--- config.mk ---
export PLATFORM = sky130hd
export DESIGN_NAME = alu_word_sequencer
export DESIGN_NICKNAME = d
export VERILOG_FILES = /design/src/rtl/alu_pkg.sv /design/src/rtl/alu_word_sequencer.sv
export SDC_FILE = /design/constraint.sdc
export NUM_CORES = 1
export LEC_CHECK = 0
export CAP_MARGIN = 30
export CORE_ASPECT_RATIO = 0.5
export CORE_MARGIN = 5
export CORE_UTILIZATION = 56
export DETAILED_ROUTE_END_ITERATION = 8
export DONT_BUFFER_PORTS = 1
export GPL_TIMING_DRIVEN = 0
export PLACE_DENSITY = 0.74
export SLEW_MARGIN = 5
export SYNTH_ARGS = -nofsm -noshare
export SYNTH_HDL_FRONTEND = slang
export SYNTH_SLANG_ARGS = --single-unit
--- constraint.sdc ---
create_clock -name clk -period 1.2 [get_ports clk]
set_input_delay 0.12 -clock clk [delete_from_list [all_inputs] [get_ports clk]]
set_output_delay 0.12 -clock clk [all_outputs]
set_load 0.05 [all_outputs]
--- src/rtl/alu_pkg.sv ---
// Shared ALU definitions: operation codes, sequencer state encoding, default widths.
package alu_pkg;

    localparam int ALU_W  = 32;
    localparam int ALU_LW = 4;

    localparam logic [2:0] OP_PASS = 3'd0;
    localparam logic [2:0] OP_NOT  = 3'd1;
    localparam logic [2:0] OP_ADD  = 3'd2;
    localparam logic [2:0] OP_SUB  = 3'd3;
    localparam logic [2:0] OP_OR   = 3'd4;
    localparam logic [2:0] OP_AND  = 3'd5;

    typedef enum logic {
        ST_IDLE = 1'b0,
        ST_RUN  = 1'b1
    } seq_state_t;

endpackage

--- src/rtl/alu_word_sequencer.sv ---
// Feeds an external combinational ALU one operand pair per cycle, chaining carry for ADD.
// Result is registered 1 cycle after the input fire; input stalls while the output register is full and not draining.
module alu_word_sequencer
    import alu_pkg::*;
#(
    parameter int W  = ALU_W,
    parameter int LW = ALU_LW
) (
    input  logic          clk,
    input  logic          reset,
    input  logic          cmd_valid,
    output logic          cmd_ready,
    input  logic [2:0]    cmd_op,
    input  logic [LW-1:0] cmd_len,
    input  logic          cmd_cin,
    input  logic          in_valid,
    output logic          in_ready,
    input  logic [W-1:0]  in_a,
    input  logic [W-1:0]  in_b,
    output logic          out_valid,
    input  logic          out_ready,
    output logic [W-1:0]  out_result,
    output logic          out_carry,
    output logic          out_last,
    output logic [W-1:0]  alu_a,
    output logic [W-1:0]  alu_b,
    output logic [2:0]    alu_op,
    output logic          alu_c_in,
    input  logic [W-1:0]  alu_result,
    input  logic          alu_c_out,
    output logic          busy
);

    seq_state_t    state;
    logic [2:0]    op_reg;
    logic [LW-1:0] len_m1;
    logic [LW-1:0] count;
    logic          carry_reg;
    logic          in_fire;
    logic          is_last;

    // The ALU sits outside this block; operands go straight through so the
    // in_a -> ALU -> out_result path carries no extra logic.
    assign alu_a    = in_a;
    assign alu_b    = in_b;
    assign alu_op   = op_reg;
    assign alu_c_in = carry_reg;

    assign cmd_ready = (state == ST_IDLE);
    assign in_ready  = (state == ST_RUN) && (!out_valid || out_ready);
    assign in_fire   = in_valid && in_ready;
    assign is_last   = (count == len_m1);
    assign busy      = (state == ST_RUN) || out_valid;

    always_ff @(posedge clk or posedge reset) begin
        if (reset) begin
            state      <= ST_IDLE;
            op_reg     <= 3'd0;
            len_m1     <= '0;
            count      <= '0;
            carry_reg  <= 1'b0;
            out_valid  <= 1'b0;
            out_result <= '0;
            out_carry  <= 1'b0;
            out_last   <= 1'b0;
        end else begin
            if (out_valid && out_ready) begin
                out_valid <= 1'b0;
            end
            case (state)
                ST_IDLE: begin
                    if (cmd_valid) begin
                        op_reg    <= cmd_op;
                        len_m1    <= cmd_len;
                        carry_reg <= cmd_cin;
                        count     <= '0;
                        state     <= ST_RUN;
                    end
                end
                ST_RUN: begin
                    if (in_fire) begin
                        out_result <= alu_result;
                        out_carry  <= alu_c_out;
                        out_last   <= is_last;
                        out_valid  <= 1'b1;
                        if (op_reg == OP_ADD) begin
                            carry_reg <= alu_c_out;
                        end
                        // Clearing on the last word keeps count within len_m1 even for 2^LW words.
                        if (is_last) begin
                            count <= '0;
                            state <= ST_IDLE;
                        end else begin
                            count <= count + 1'b1;
                        end
                    end
                end
                default: state <= ST_IDLE;
            endcase
        end
    end

endmodule

==> results of run 1 <==
## metal layers
metal | vias to the layer above | share of wire [%] | track usage [%]
met3 | 14 | 8.8 | 5.686
li1 | 920 | - | -
met4 | 0 | 1.8 | 5.166
met5 | - | 0 | 0
met1 | 973 | 32 | 22.97
met2 | 118 | 57 | 44.76
## worst min-delay path: stages
cell	delay, ns
nand2_4	0.06
nand2_2	0.05
nand2_1	0.04
## area by class of cell
class	instances	area, um2	share of cell area, %
multi-input cells	159	844.6	25.58
well taps	54	67.56	2.046
plain buffers	72	548.0	16.60
repair buffers	52	529.3	16.03
clock buffers	8	90.09	2.728
inverters	3	18.77	0.5684
flip-flops and latches	48	1204	36.45
## logic make-up after synthesis
logic type | share of synthesized area, %
and+or+nand+nor | 23.35
buffers and inverters | 22.17
DFF | 49.26
AOI/OAI and AO/OA | 2.206
xor gates and xnor gates | 1.436
muxes | 1.077
adders and majority gates | 0.5130
## placed cells by master, fill, tap and decap left out, drive strengths merged, types with 2 or more instances in the layout
cell	instances
dlygate4sd3	42
nand2	125
mux2	2
and2	2
nand3	4
nor3	2
nor2	5
dfrtp	48
buf	78
xnor2	4
clkinvlp	2
nor2b	3
o21ai	2
clkbuf	12
nand4	2
## through the flow
step	setup WS [ns]	instances	setup TNS, ns	instance area (um2)	hold slack (ns)
floorplan	-0.2371	281	-2.137	2496	0.1496
finish	-0.2605	396	-7.187	3302	0.009788
global placement	-0.2932	335	-5.219	2564	0.2280
global route	-0.2886	396	-9.921	3302	0.01013
detailed placement	-0.2956	335	-5.751	2564	0.2307
CTS	-0.2315	391	-6.705	3139	0.01282
## power groups by stage
stage / Sequential (mW) / Combinational (mW) / Clock (mW)
2_1_floorplan: 4.62 / 1.91 / 0
3_5_place_dp: 4.82 / 2.14 / 0
4_1_cts: 4.78 / 2.35 / 0.974
6_report: 4.79 / 2.71 / 0.961
5_1_grt: 4.87 / 2.93 / 1.05
3_3_place_gp: 4.79 / 2.07 / 0
## path summary, 6_finish.rpt
path                            startpoint        endpoint  slack, ns  cells after the start
worst max-delay path             out_valid        alu_c_in      -0.26                      4
worst min-delay path             cmd_valid       alu_op[0]       0.01                      3
worst max register to register   out_valid        alu_c_in      -0.26                      4
worst min register to register   len_m1[1]       len_m1[1]       0.52                      2
max in group asynchronous            reset           state       0.45                      3
min in group asynchronous            reset  out_result[31]       0.27                      2
## registers in the layout, summed over array words and instances, names as in the netlist
name and cells:
out_valid 1, len_m1 4, alu_c_in 1, state 1
count 4, alu_op 3, out_carry 1, out_last 1
out_result 32
## repair_timing
action	4_1_cts	5_1_grt
buffers inserted	5	3
gates cloned	2	1
pin swaps	1	29
gates resized for setup	9	30
hold endpoints to repair	89	0
setup endpoints to repair	48	50
hold buffers	42	0
==> impl_results.md, run 1 <==
- Tcrit/Tclk final: 121.7%
- Total Routed Length: 7.478 mm
- CP Class: flip-flop to flip-flop
- Worst Slack Setup Final: -0.2605 ns
- Core Box Area: 0.004044 mm2
- Cell family with most CP delay: flip-flops
- Clk pwr share: 11.4%
- Post-detail-place hpwl: 5.142 mm
- Share of layout cells above drive strength 1: 36.84%
- Gr usage total: 22.42%
- Hold Crit Class: input port to flip-flop
- Unrepaired setup endpoints after global routing: true
- Synth warn: 0
- Top post-synthesis cells by area: dfrtp_1, buf_4, nand2_1
- Worst Setup Start Kind: flip-flop
- Reg clk slew, reported paths: around 0.080 ns
- IO Count: approximately 220
- Most frequent cell after synthesis: nand2_1
- Slowest CP cell: dfrtp_2
- Worst Path Buf+Inv: 0
- Pwr per Cell Area: 2563 mW/mm2
- Worst-path maximum fanout: 5
- Final Hold Viols: 0
- Slew HR: 63.30%
- Vias post-DR: around 2.0k
- Ys async rst share: 100.0%
- Min Tclk post-route: ~1.5 ns
- FILL cells: about 240
- GRT overflow: 0
- CP arrival: between 1.5 and 2 ns
- Clock Latency Late Sink: 0.29 ns
- Largest net degree at the start of global routing: 49
- Critical path capture point type: flip-flop
- Via-per-instance ratio: 5.114
- Bufs on Longest Clock Path: 2
- Comb power frac: 32.0%
- Syn nets: 392
- Leading area contributor after synthesis: dfrtp_1
- Clock Sinks: 48
- Yosys top cell area share: 49.26%
- List of most frequent post-synthesis cells: nand2_1, buf_4, dfrtp_1
- Endpoints failing setup: 50
- CP max stage delay: 0.54 ns
- Max VDD drop: 1.305 mV
- Switching part of the total: between 50% and 60%
- Synth Area per Inst: 8.678 um2
- Starting DRT DRC Count: 97
- Overall power: roughly 8.5 mW
- H-tree Lvls: 2
- Yosys reg bits: 48
- Die W: 103.3 um
- Synthesized netlist cell count: 281
- Drt wl/cell: 18.88 um
- Post-route ant nets: 0
- Worst clock skew: ~0.0037 ns
- Max_cap viols: 0
- # rows: 16
- Post-Syn Area: roughly 0.0024 mm2
- Synth-to-Final Area Change: 35.40%
- Clock Root Buffer: clkbuf_8
- CTS tree: built
- First-pass GRT wire length: approximately 10 mm
- Fin util: 81.65%
- Internal: 3.822 mW
- Count of cell types in the netlist: 27
- CP Data Required Time: 1.38 ns
- Slew Limit Fails: 0
- Vias in the first global route: 2030
- EDFF count, synth: 0
- Sequential element share of the synthesized area: 49.26%
- DR pass1 iterations: 4
- IO Port Bufs: 0
- Static Leak: around 1.7 nW
- Die height: around 57 um
- Drt drc: 0
- Top FF cell, synth: dfrtp_1
- Final Wtd Congestion: 0.7520
- Switching pwr: approximately 4.6 mW
- Worst Tran Pin Value: 0.5505 ns
- Fmax: between 600 and 700 MHz
- Die area: approximately 0.006 mm2
- CTS Buf Count: 5
- Final net count: 452
- Initial core utilization: 60.30%
- Ant diodes: 0
- Sequential share of power: 56.6%
- Status: finished, violations left
- Violated checks: setup timing
- Chain of cells forming the critical path: nand2b_4, nor2b_4, a31oi_4, mux2_4
- Initial antenna violation count: 0
No activity file was read; power rests on OpenSTA's default activity.
==> run 2, diff against run 1 <==
--- a/config.mk
+++ b/config.mk
@@ -6,13 +6,11 @@
 export NUM_CORES = 1
 export LEC_CHECK = 0
 export CAP_MARGIN = 30
-export CORE_ASPECT_RATIO = 0.5
-export CORE_MARGIN = 5
-export CORE_UTILIZATION = 56
+export CORE_AREA = 2 2 85 87
 export DETAILED_ROUTE_END_ITERATION = 8
+export DIE_AREA = 0 0 87 89
 export DONT_BUFFER_PORTS = 1
 export GPL_TIMING_DRIVEN = 0
-export PLACE_DENSITY = 0.74
 export SLEW_MARGIN = 5
 export SYNTH_ARGS = -nofsm -noshare
 export SYNTH_HDL_FRONTEND = slang
==> impl_results.md, run 2 (synthesized netlist as in run 1, its figures left out) <==
- Ant diodes: 0 (unchanged)
- Initial antenna violation count: 0 (unchanged)
- Post-route ant nets: 0 (unchanged)
- Hold Crit Class: input port to flip-flop
- Reg clk slew, reported paths: 0.09 ns (about the same)
- Setup slack, reg-to-reg: -0.31 ns (-0.05 ns)
- DR pass1 iterations: 4 (unchanged)
- Via-per-instance ratio: 4.652 (-9.0%)
- Tcrit/Tclk final: 125.6% (+3.9 points)
- CP arrival: 1.69 ns (+0.05 ns)
- Clk pwr share: 13.2% (+1.8 points)
- Worst reg2reg startpoint: out_valid
- Hold_buf cts: 42 (unchanged)
- Bufs on Longest Clock Path: 2 (unchanged)
- Synth-to-Final Area Change: 39.10%
- Largest net degree at the start of global routing: 26 (-47%)
- Initial core utilization: 36.29% (-24 points)
- CP Class: flip-flop to flip-flop
- Worst Path Buf+Inv: 1 (+1)
- Hold_ws: -0.03216 ns (-0.04195 ns)
- Worst Setup Start Kind: flip-flop
- Clock Root Buffer: clkbuf_8
- Final Wtd Congestion: 0.6886 (-8.4%)
- Most frequent cells in the layout: nand2_1, buf_4, dfrtp_1, dlygate4sd3_1, nand2_2
- Max VDD drop: 1.657 mV (+27%)
- CP Data Required Time: 1.39 ns (about the same)
- Fmax: 663.6 MHz (-3.1%)
- Leading cell type in the layout, fill and taps excluded: nand2_1
- CTS Buf Count: 5 (unchanged)
- Sequential share of power: 55.5% (-1.1 points)
- Min Tclk post-route: 1.507 ns (+0.04634 ns)
- CTS tree: built
- Endpoints failing setup: 50 (unchanged)
- Max_cap viols: 0 (unchanged)
- Hold path cells: 2 (-1)
- Post-detail-place hpwl: 4.364 mm (-15%)
- Clock Latency Late Sink: 0.29 ns (about the same)
- Biggest regs: out_result: 32 flops, count: 4 flops, len_m1: 4 flops
- Pwr per Cell Area: 2541 mW/mm2 (-0.86%)
- # rows: 30 (+14)
- Unrepaired setup endpoints after global routing: true
- Die area: 0.007743 mm2 (+32%)
- Violated checks: hold timing, setup timing
- Dpl ws: -0.3233 ns (-0.02768 ns)
- Switching pwr: 4.560 mW (-1.7%)
- HP Start: in_valid
- Worst clock skew: 0.007009 ns (+0.003340 ns)
- Vias in the first global route: 1859 (-8.4%)
- Switching part of the total: 52.92% (-1.9 points)
- First-pass GRT wire length: 8.811 mm (-15%)
- Dpl cell area: 0.002616 mm2 (+2.0%)
- GRT overflow: 0 (unchanged)
- H-tree Lvls: 2 (unchanged)
- Share of layout cells above drive strength 1: 35.92% (-0.92 points)
- Final Cell Area: 0.003392 mm2 (+2.7%)
- Critical path capture point type: flip-flop
- Hold endpoint: out_valid
- Die height: 89 um (+57%)
- Drt drc: 0 (unchanged)
- Gr usage total: 14.66% (-7.8 points)
- Clock Sinks: 48 (unchanged)
- Setup TNS: -8.971 ns (-1.784 ns)
- IO Port Bufs: 0 (unchanged)
- Starting DRT DRC Count: 36 (-63%)
- Cell family with most CP delay: flip-flops
- Worst Slack Setup Final: -0.3069 ns (-0.04634 ns)
- Final Hold Viols: 1 (+1)
- Slew HR: 62.36% (-0.94 points)
- Most flop-heavy register: out_result
- Total Routed Length: 6.207 mm (-17%)
- CP max stage delay: 0.56 ns (+0.02 ns)
- Chain of cells forming the critical path: nand2b_4, nor2b_4, buf_12, a31oi_4, mux2_4
- Worst Tran Pin Value: 0.5645 ns (+0.01406 ns)
- Status: finished, violations left
- Comb power frac: 31.3% (-0.7 points)
- Final net count: 458 (+1.3%)
- Worst r2r dst: alu_c_in
- Internal: 4.057 mW (+6.2%)
- Core Box Area: 0.006719 mm2 (+66%)
- R2R depth: 5 (+1)
- Slew Limit Fails: 0 (unchanged)
- Largest register FFs: 32 (unchanged)
- Overall power: 8.618 mW (+1.8%)
- Drt wl/cell: 14.50 um (-23%)
- IO Count: 216 (unchanged)
- FILL cells: 603 (+150%)
- Static Leak: 1.758 nW (+1.7%)
- Slowest CP cell: dfrtp_2
- Worst-path maximum fanout: 4 (-1)
- Vias post-DR: 1991 (-1.7%)
- Die W: 87 um (-16%)
-- run 2: changes by cell type in the layout (fill, tap and decap cells not counted), sizes merged --
cell / previous run / this run
clkbuf: 12 / 9
nor2b: 3 / 2
buf: 78 / 86
bufinv: 0 / 1
clkinv: 0 / 1
-- run 2: what timing repair did --
| item | 4_1_cts | 5_1_grt |
|---|---|---|
| buffers inserted | 13 | 2 |
| endpoints found under the hold margin | 65 | 1 |
| gates cloned | 1 | 1 |
| endpoints found under the setup margin | 50 | 50 |
| pin swaps | 15 | 5 |
| gates resized for setup | 24 | 11 |
-- run 2: how the worst max path moves through the flow --
stage                     startpoint        endpoint  slack, ns  depth (start not counted)
after global placement     out_valid        alu_c_in      -0.31                          5
after detailed placement   out_valid   out_result[8]      -0.32                          5
after global routing       out_valid  out_result[11]      -0.32                          8
final                      out_valid        alu_c_in      -0.31                          5
after CTS                  out_valid        alu_c_in      -0.29                          5
after floorplan            out_valid        alu_c_in      -0.24                          5
-- run 2: routing by layer --
metal	part of all wire, %	routed length, um	vias up	GRT usage [%]
met2	55	3429	117	27.27
met4	0.58	36	0	3.409
li1	-	-	934	-
met5	0	0	-	0
met3	8.0	498	5	3.509
met1	36	2242	935	17.02
-- run 2: through the flow --
stage	utilization (%)	hold WS [ns]	std cells
floorplan	-	0.1496	281
global placement	38.64	0.2274	361
detailed placement	38.94	0.06854	362
CTS	49.44	-0.03882	425
global route	50.48	-0.02609	428
finish	50.48	-0.03216	428
-- run 2: worst register-to-register path, delay by kind of cell (launching register included) --
kind	cells	cell delay, ns
flip-flops	1	0.56
multiplexers	1	0.31
AND/OR/NAND/NOR	2	0.25
AO/OA/AOI/OAI	1	0.16
buffers and inverters	1	0.12
-- run 2: layout make-up --
type / count / area [um2] / area share (%)
Buffer: 72 / 570.5 / 16.82
Inverter: 3 / 18.77 / 0.5533
Multi-Input combinational cell: 158 / 797.0 / 23.50
Clock buffer: 6 / 72.57 / 2.139
Sequential cell: 48 / 1204 / 35.48
Tap cell: 80 / 100.1 / 2.951
Timing Repair Buffer: 59 / 594.3 / 17.52
Clock inverter: 2 / 35.03 / 1.033
-- run 2: power groups by stage --
| stage | logic, mW | registers, mW | clock network, mW |
|---|---|---|---|
| after floorplan | 1.91 | 4.62 | 0 |
| after global placement | 2.12 | 4.79 | 0 |
| after detailed placement | 2.19 | 4.80 | 0 |
| after CTS | 2.60 | 4.79 | 1.18 |
| after global routing | 2.98 | 4.88 | 1.25 |
| final | 2.70 | 4.78 | 1.14 |
==> run 3, diff against run 2 <==
--- a/config.mk
+++ b/config.mk
@@ -6,9 +6,10 @@
 export NUM_CORES = 1
 export LEC_CHECK = 0
 export CAP_MARGIN = 30
-export CORE_AREA = 2 2 85 87
+export CORE_AREA = 2 2 83 85
+export CTS_CLUSTER_SIZE = 8
 export DETAILED_ROUTE_END_ITERATION = 8
-export DIE_AREA = 0 0 87 89
+export DIE_AREA = 0 0 85 87
 export DONT_BUFFER_PORTS = 1
 export GPL_TIMING_DRIVEN = 0
 export SLEW_MARGIN = 5
==> constraint.sdc (replaced) <==
create_clock -name clk -period 1.57 [get_ports clk]
set_input_delay 0.157 -clock clk [delete_from_list [all_inputs] [get_ports clk]]
set_output_delay 0.157 -clock clk [all_outputs]
set_load 0.05 [all_outputs]
==> impl_results.md, run 3 (synthesized netlist as in run 1, its figures left out) <==
- Status: completed
- Endpoints failing setup: 0 (-100%)
- Hold Crit Class: input port to flip-flop
- Final net count: 442 (-3.5%)
- Worst Tran Pin Value: 0.5666 ns (+0.002071 ns)
- Synth-to-Final Area Change: 29.09%
- Max_cap viols: 0 (unchanged)
- CTS Buf Count: 5 (unchanged)
- Static Leak: 1.647 nW (-6.3%)
- Max VDD drop: 1.033 mV (-38%)
- Starting DRT DRC Count: 46 (+28%)
- Post-detail-place hpwl: 4.076 mm (-6.6%)
- Ant diodes: 0 (unchanged)
- Dpl ws: -0.08418 ns (+0.2391 ns)
- IO Count: 216 (unchanged)
- CP Data Required Time: 1.76 ns (+0.37 ns)
- Switching pwr: 3.351 mW (-27%)
- Share of layout cells above drive strength 1: 28.31% (-7.6 points)
- Vias in the first global route: 1706 (-8.2%)
- First-pass GRT wire length: 8.424 mm (-4.4%)
- GRT overflow: 0 (unchanged)
- CTS tree: built
- Vias post-DR: 1939 (-2.6%)
- Biggest regs: out_result: 32 flops, count: 4 flops, len_m1: 4 flops
- IO Port Bufs: 0 (unchanged)
- Final Hold Viols: 0 (-1)
- Fin util: 47.92% (-2.6 points)
- Slew Limit Fails: 0 (unchanged)
- Unrepaired setup endpoints after global routing: true
- Worst Slack Setup Final: 0.01440 ns (+0.3213 ns)
- DP Cell Count: 362 (unchanged)
- Critical path capture point type: flip-flop
- Largest register FFs: 32 (unchanged)
- Min Tclk post-route: 1.556 ns (+0.04872 ns)
- Via-per-instance ratio: 4.706 (+1.2%)
- Switching part of the total: 52.60% (-0.32 points)
- Fmax: 642.8 MHz (-3.1%)
- Final Wtd Congestion: 0.7663 (+11%)
- Clk pwr share: 16.3% (+3.1 points)
- Slew HR: 62.23% (-0.14 points)
- DR pass1 iterations: 4 (unchanged)
- Most flop-heavy register: out_result
- Die area: 0.007395 mm2 (-4.5%)
- Worst Setup Start Kind: flip-flop
- Post-Layout Cell Count: 412 (-3.7%)
- Drt drc: 0 (unchanged)
- Post-route ant nets: 0 (unchanged)
- FILL cells: 625 (+3.6%)
- Reg clk slew, reported paths: 0.09 ns (about the same)
- Pwr per Cell Area: 2024 mW/mm2 (-20%)
- Gr usage total: 14.48% (-0.18 points)
- Initial antenna violation count: 0 (unchanged)
- Sequential share of power: 56.9% (+1.4 points)
- Total Routed Length: 5.697 mm (-8.2%)
- Bufs on Longest Clock Path: 2 (unchanged)
- Largest net degree at the start of global routing: 29 (+12%)
- Worst clock skew: 0.01226 ns (+0.005250 ns)
- Post-CTS Setup Bufs: 0 (-13)
- Clock Sinks: 48 (unchanged)
- Clock Latency Late Sink: 0.30 ns (about the same)
- CP arrival: 1.75 ns (+0.06 ns)
- Die W: 85 um (-2.3%)
- Worst-path maximum fanout: 10 (+6)
- Core Box Area: 0.006569 mm2 (-2.2%)
- # rows: 30 (unchanged)
- Clock Root Buffer: clkbuf_8
- H-tree Lvls: 2 (unchanged)
- CP Class: flip-flop to flip-flop
- Die height: 87 um (-2.2%)
- Comb power frac: 26.8% (-4.5 points)
- Leading cell type in the layout, fill and taps excluded: nand2_1
- Initial core utilization: 37.12% (+0.83 points)
- Most frequent cells in the layout: nand2_1, buf_4, dfrtp_1, dlygate4sd3_1
- Tcrit/Tclk final: 99.08% (-26 points)
- Drt wl/cell: 13.83 um (-4.7%)
- Internal: 3.020 mW (-26%)
## run 3: layer usage
layer	GRT usage [%]	routed length, um	vias up
met5	0	0	-
met4	4.473	90	0
met3	4.171	573	7
met2	25.78	3034	122
met1	16.85	1999	912
li1	-	-	898
## run 3: power groups by stage
stage	Clock (mW)	Combinational, mW	Sequential [mW]
after floorplan	0	1.39	3.52
after global routing	1.14	1.92	3.71
final	1.04	1.71	3.62
after detailed placement	0	1.60	3.65
after CTS	1.08	1.72	3.63
after global placement	0	1.56	3.63
## run 3: area by class of cell
cell class | instances | area (um2) | share of cell area, %
plain buffers | 73 | 539.3 | 17.13
well taps | 80 | 100.1 | 3.180
clock buffers | 6 | 72.57 | 2.305
multi-input cells | 157 | 716.9 | 22.77
inverters | 3 | 15.01 | 0.4769
flip-flops and latches | 48 | 1204 | 38.24
clock inverters | 2 | 60.06 | 1.908
repair buffers | 43 | 440.4 | 13.99
## run 3: timing repair
action / CTS / global route
endpoints found under the hold margin: 61 / 0
setup endpoints to repair: 25 / 9
hold buffers: 42 / 0
cloned: 0 / 0
resized for setup: 7 / 6
## run 3: worst paths after layout
kind                            from             end  cells past startpoint  slack, ns
max                        out_valid        alu_c_in                      5       0.01
min                        out_ready       out_valid                      2       0.06
max reg2reg                out_valid        alu_c_in                      5       0.01
min reg2reg                len_m1[1]       len_m1[1]                      2       0.50
max in group asynchronous      reset           state                      3       0.74
min in group asynchronous      reset  out_result[27]                      2       0.33
## run 3: critical path: stages, from the launching register on
cell,delay [ns]
dfrtp_2,0.56
nand2b_4,0.10
nor2b_2,0.16
buf_6,0.14
a31oi_4,0.17
mux2_4,0.31
## run 3: stage by stage
stage | power, mW | hold WS (ns) | cell area, um2 | TNS (ns)
2_1_floorplan | 4.909 | 0.2624 | 2440 | 0
3_3_place_gp | 5.188 | 0.2644 | 2540 | -14.84
3_5_place_dp | 5.245 | 0.08443 | 2560 | -1.052
4_1_cts | 6.430 | 0.04635 | 3142 | 0
5_1_grt | 6.767 | 0.04142 | 3148 | -0.02698
6_report | 6.370 | 0.05874 | 3148 | 0
==> RTL edit (settings of run 3) <==
Make the reset (`reset`) synchronous in one clocked block.
--- a/src/rtl/alu_word_sequencer.sv
+++ b/src/rtl/alu_word_sequencer.sv
@@ -54,3 +54,3 @@
 
-    always_ff @(posedge clk or posedge reset) begin
+    always_ff @(posedge clk) begin
         if (reset) begin
Check against the original RTL: differs if reset is asserted again (counterexample within 4 cycles, from zero or initial values and one cycle with reset high); with reset held inactive, the same outputs for 10 cycles.
==> RTL edit against run 3 <==
  * Final area shrank 5.9%
  * Worst hold slack lost 45 ps
  * Worst setup slack better by 81 ps
  * Sequential share of layout area decreased by 5.7 points
  * Synthesized area shrank 4.2%
  * Core utilization fell by 2.8 points
  * Sequential cell count did not move
  * Global-route usage is 0.43 points higher
  * Fmax increased by 5.5%
  * Wire length grew 5.1%
  * Critical path type is now flip-flop to output port
  * Critical endpoint is now in_ready
  * Largest cell class is now buffers
  * Highest routed layer unchanged
Power is not compared: it rests on default switching activity, and its combinational part moved more than twofold at a synthesized area within 25%.
==> RTL edit: results (changes against run 3) <==
stage;metric;value;unit;change
outcome;outcome;finished clean;;
power;Static Leak;1.19;nW;
power;Net Sw Frac;35.9;%;
grt;pin count of the biggest net entering global routing;16;;-45%
grt;grt ovf;0;;unchanged
clock_tree;clock latency on the worst-skew pair;300;ps;about the same
critical_path;critical path arrival;1320;ps;-430 ps
placement;Placed Cells;370;;+2.2%
grt;number of global-route vias before repair;1835;;+7.6%
timing;Setup Skew;10.2;ps;-2.09 ps
clock_tree;clk buf depth;2;;unchanged
grt;global-route wire length before repair;8.71;mm;+3.4%
critical_path;R2R depth;4;;-1
critical_path;slowest library cell on the worst path;dfxtp_2;;
timing;Worst-Margin Slew;595;ps;+28.2 ps
grt;total track usage;14.9;%;+0.43 points
placement;Routability Congestion;0.702;;-8.5%
yosys;Synth Warn #;0;;unchanged
clock_tree;TritonCTS Buffers;5;;unchanged
yosys;Netlist cell types;31;;+15%
yosys;synthesized area per cell;8.06;sq um;-7.2%
critical_path;maximum fanout along the worst path;5;;-5
hold_path;Hold Path Depth;2;;unchanged
yosys;asr flop ratio synth;0;%;-100 points
grt;initial antenna violation count;0;;unchanged
power;VDD IR max;0.479;mV;
yosys;sequential share of the synthesized area;41.1;%;-8.1 points
placement;DP HPWL;4.24;mm;+4.1%
yosys;Top FF cell, synth;dfxtp_1;;
layout;Non-Filler Instances;418;;+1.5%
yosys;Mapped Nets;401;;+2.3%
drt;WL final;5.99;mm;+5.1%
critical_path;slowest cell delay on critical path;530;ps;-30 ps
yosys;synth cell count leaders;83 x nand2_1, 65 x buf_4, 48 x dfxtp_1, 44 x a21oi_1, 8 x buf_2;;
drt;drt pass-1 iters;4;;unchanged
drt;vias per inst;4.76;;+1.1%
drt;Starting DRT DRC Count;66;;+43%
layout;layout cells sized above 1;28.4;%;+0.089 points
clock_tree;clock-pin slew on the worst setup and hold paths;100;ps;
hold_path;Hold Crit Class;primary input to flip-flop;;
yosys;Synth area leaders;dfxtp_1 41%, buf_4 21%, nand2_1 13%;;
placement;Port Buffers;0;;unchanged
layout;fin nets;448;;+1.4%
## RTL edit: cells by family (layout without fill, tap and decap cells)
kind of cell,after synthesis,after routing,share of synthesized area (%)
simple gates,105,105,19.8
compound gates,49,49,11.2
flops,48,48,41.1
buf+inv,81,129,24.9
fa+ha+maj,1,1,0.536
mux,2,2,0.911
xor+xnor,4,4,1.50
## RTL edit: area by class of cell
class,instances,area [sq um]
Fill cell,646,3610
Sequential cell,48,965
Multi-Input combinational cell,161,796
Buffer,80,577
Timing Repair Buffer,40,400
Tap cell,80,100
Clock buffer,6,82.6
Clock inverter,2,38.8
Inverter,1,3.75
## RTL edit: timing repair
action | in CTS | in global routing
setup buffers | 0 | 0
endpoints found under the setup margin | 36 | 1
hold endpoints to repair | 40 | 0
resized for setup | 3 | 1
hold buffers | 40 | 0
## RTL edit: final timing paths
kind              slack [ps]      start   endpoint
setup / recovery         100  out_valid   in_ready
hold / removal            10   in_valid  out_valid
setup reg to reg         100  alu_op[1]   alu_c_in
hold reg to reg          470  len_m1[3]  len_m1[3]
## RTL edit: metal layers
metal / share of wire [%] / global-route usage (%) / wire length, microns
met5: 0 / 0 / 0
met4: 0.75 / 4.47 / 45
met3: 9.9 / 4.55 / 594
met2: 53 / 28.6 / 3170
met1: 36 / 15.5 / 2180
## RTL edit: metrics by stage
| stage | area, sq um | worst slack, ps | TNS (ps) | util, % | power, mW |
|---|---|---|---|---|---|
| global placement | 2440 | -69.1 | -1170 | 37.1 | 2.19 |
| floorplan | 2340 | 94.4 | 0 | - | 2.12 |
| CTS | 2960 | 6.63 | 0 | 45.1 | 3.25 |
| global route | 2960 | 8.17 | 0 | 45.1 | 3.34 |
| finish | 2960 | 95.1 | 0 | 45.1 | 3.20 |
| detailed placement | 2440 | -87.8 | -1590 | 37.1 | 2.19 |
## RTL edit: power groups by stage
stage               clock network (mW)  logic, mW  registers, mW
floorplan                            0      0.639           1.48
global placement                     0      0.696           1.49
detailed placement                   0      0.699           1.49
CTS                               1.00      0.778           1.47
global route                      1.05      0.818           1.47
finish                           0.961      0.774           1.47
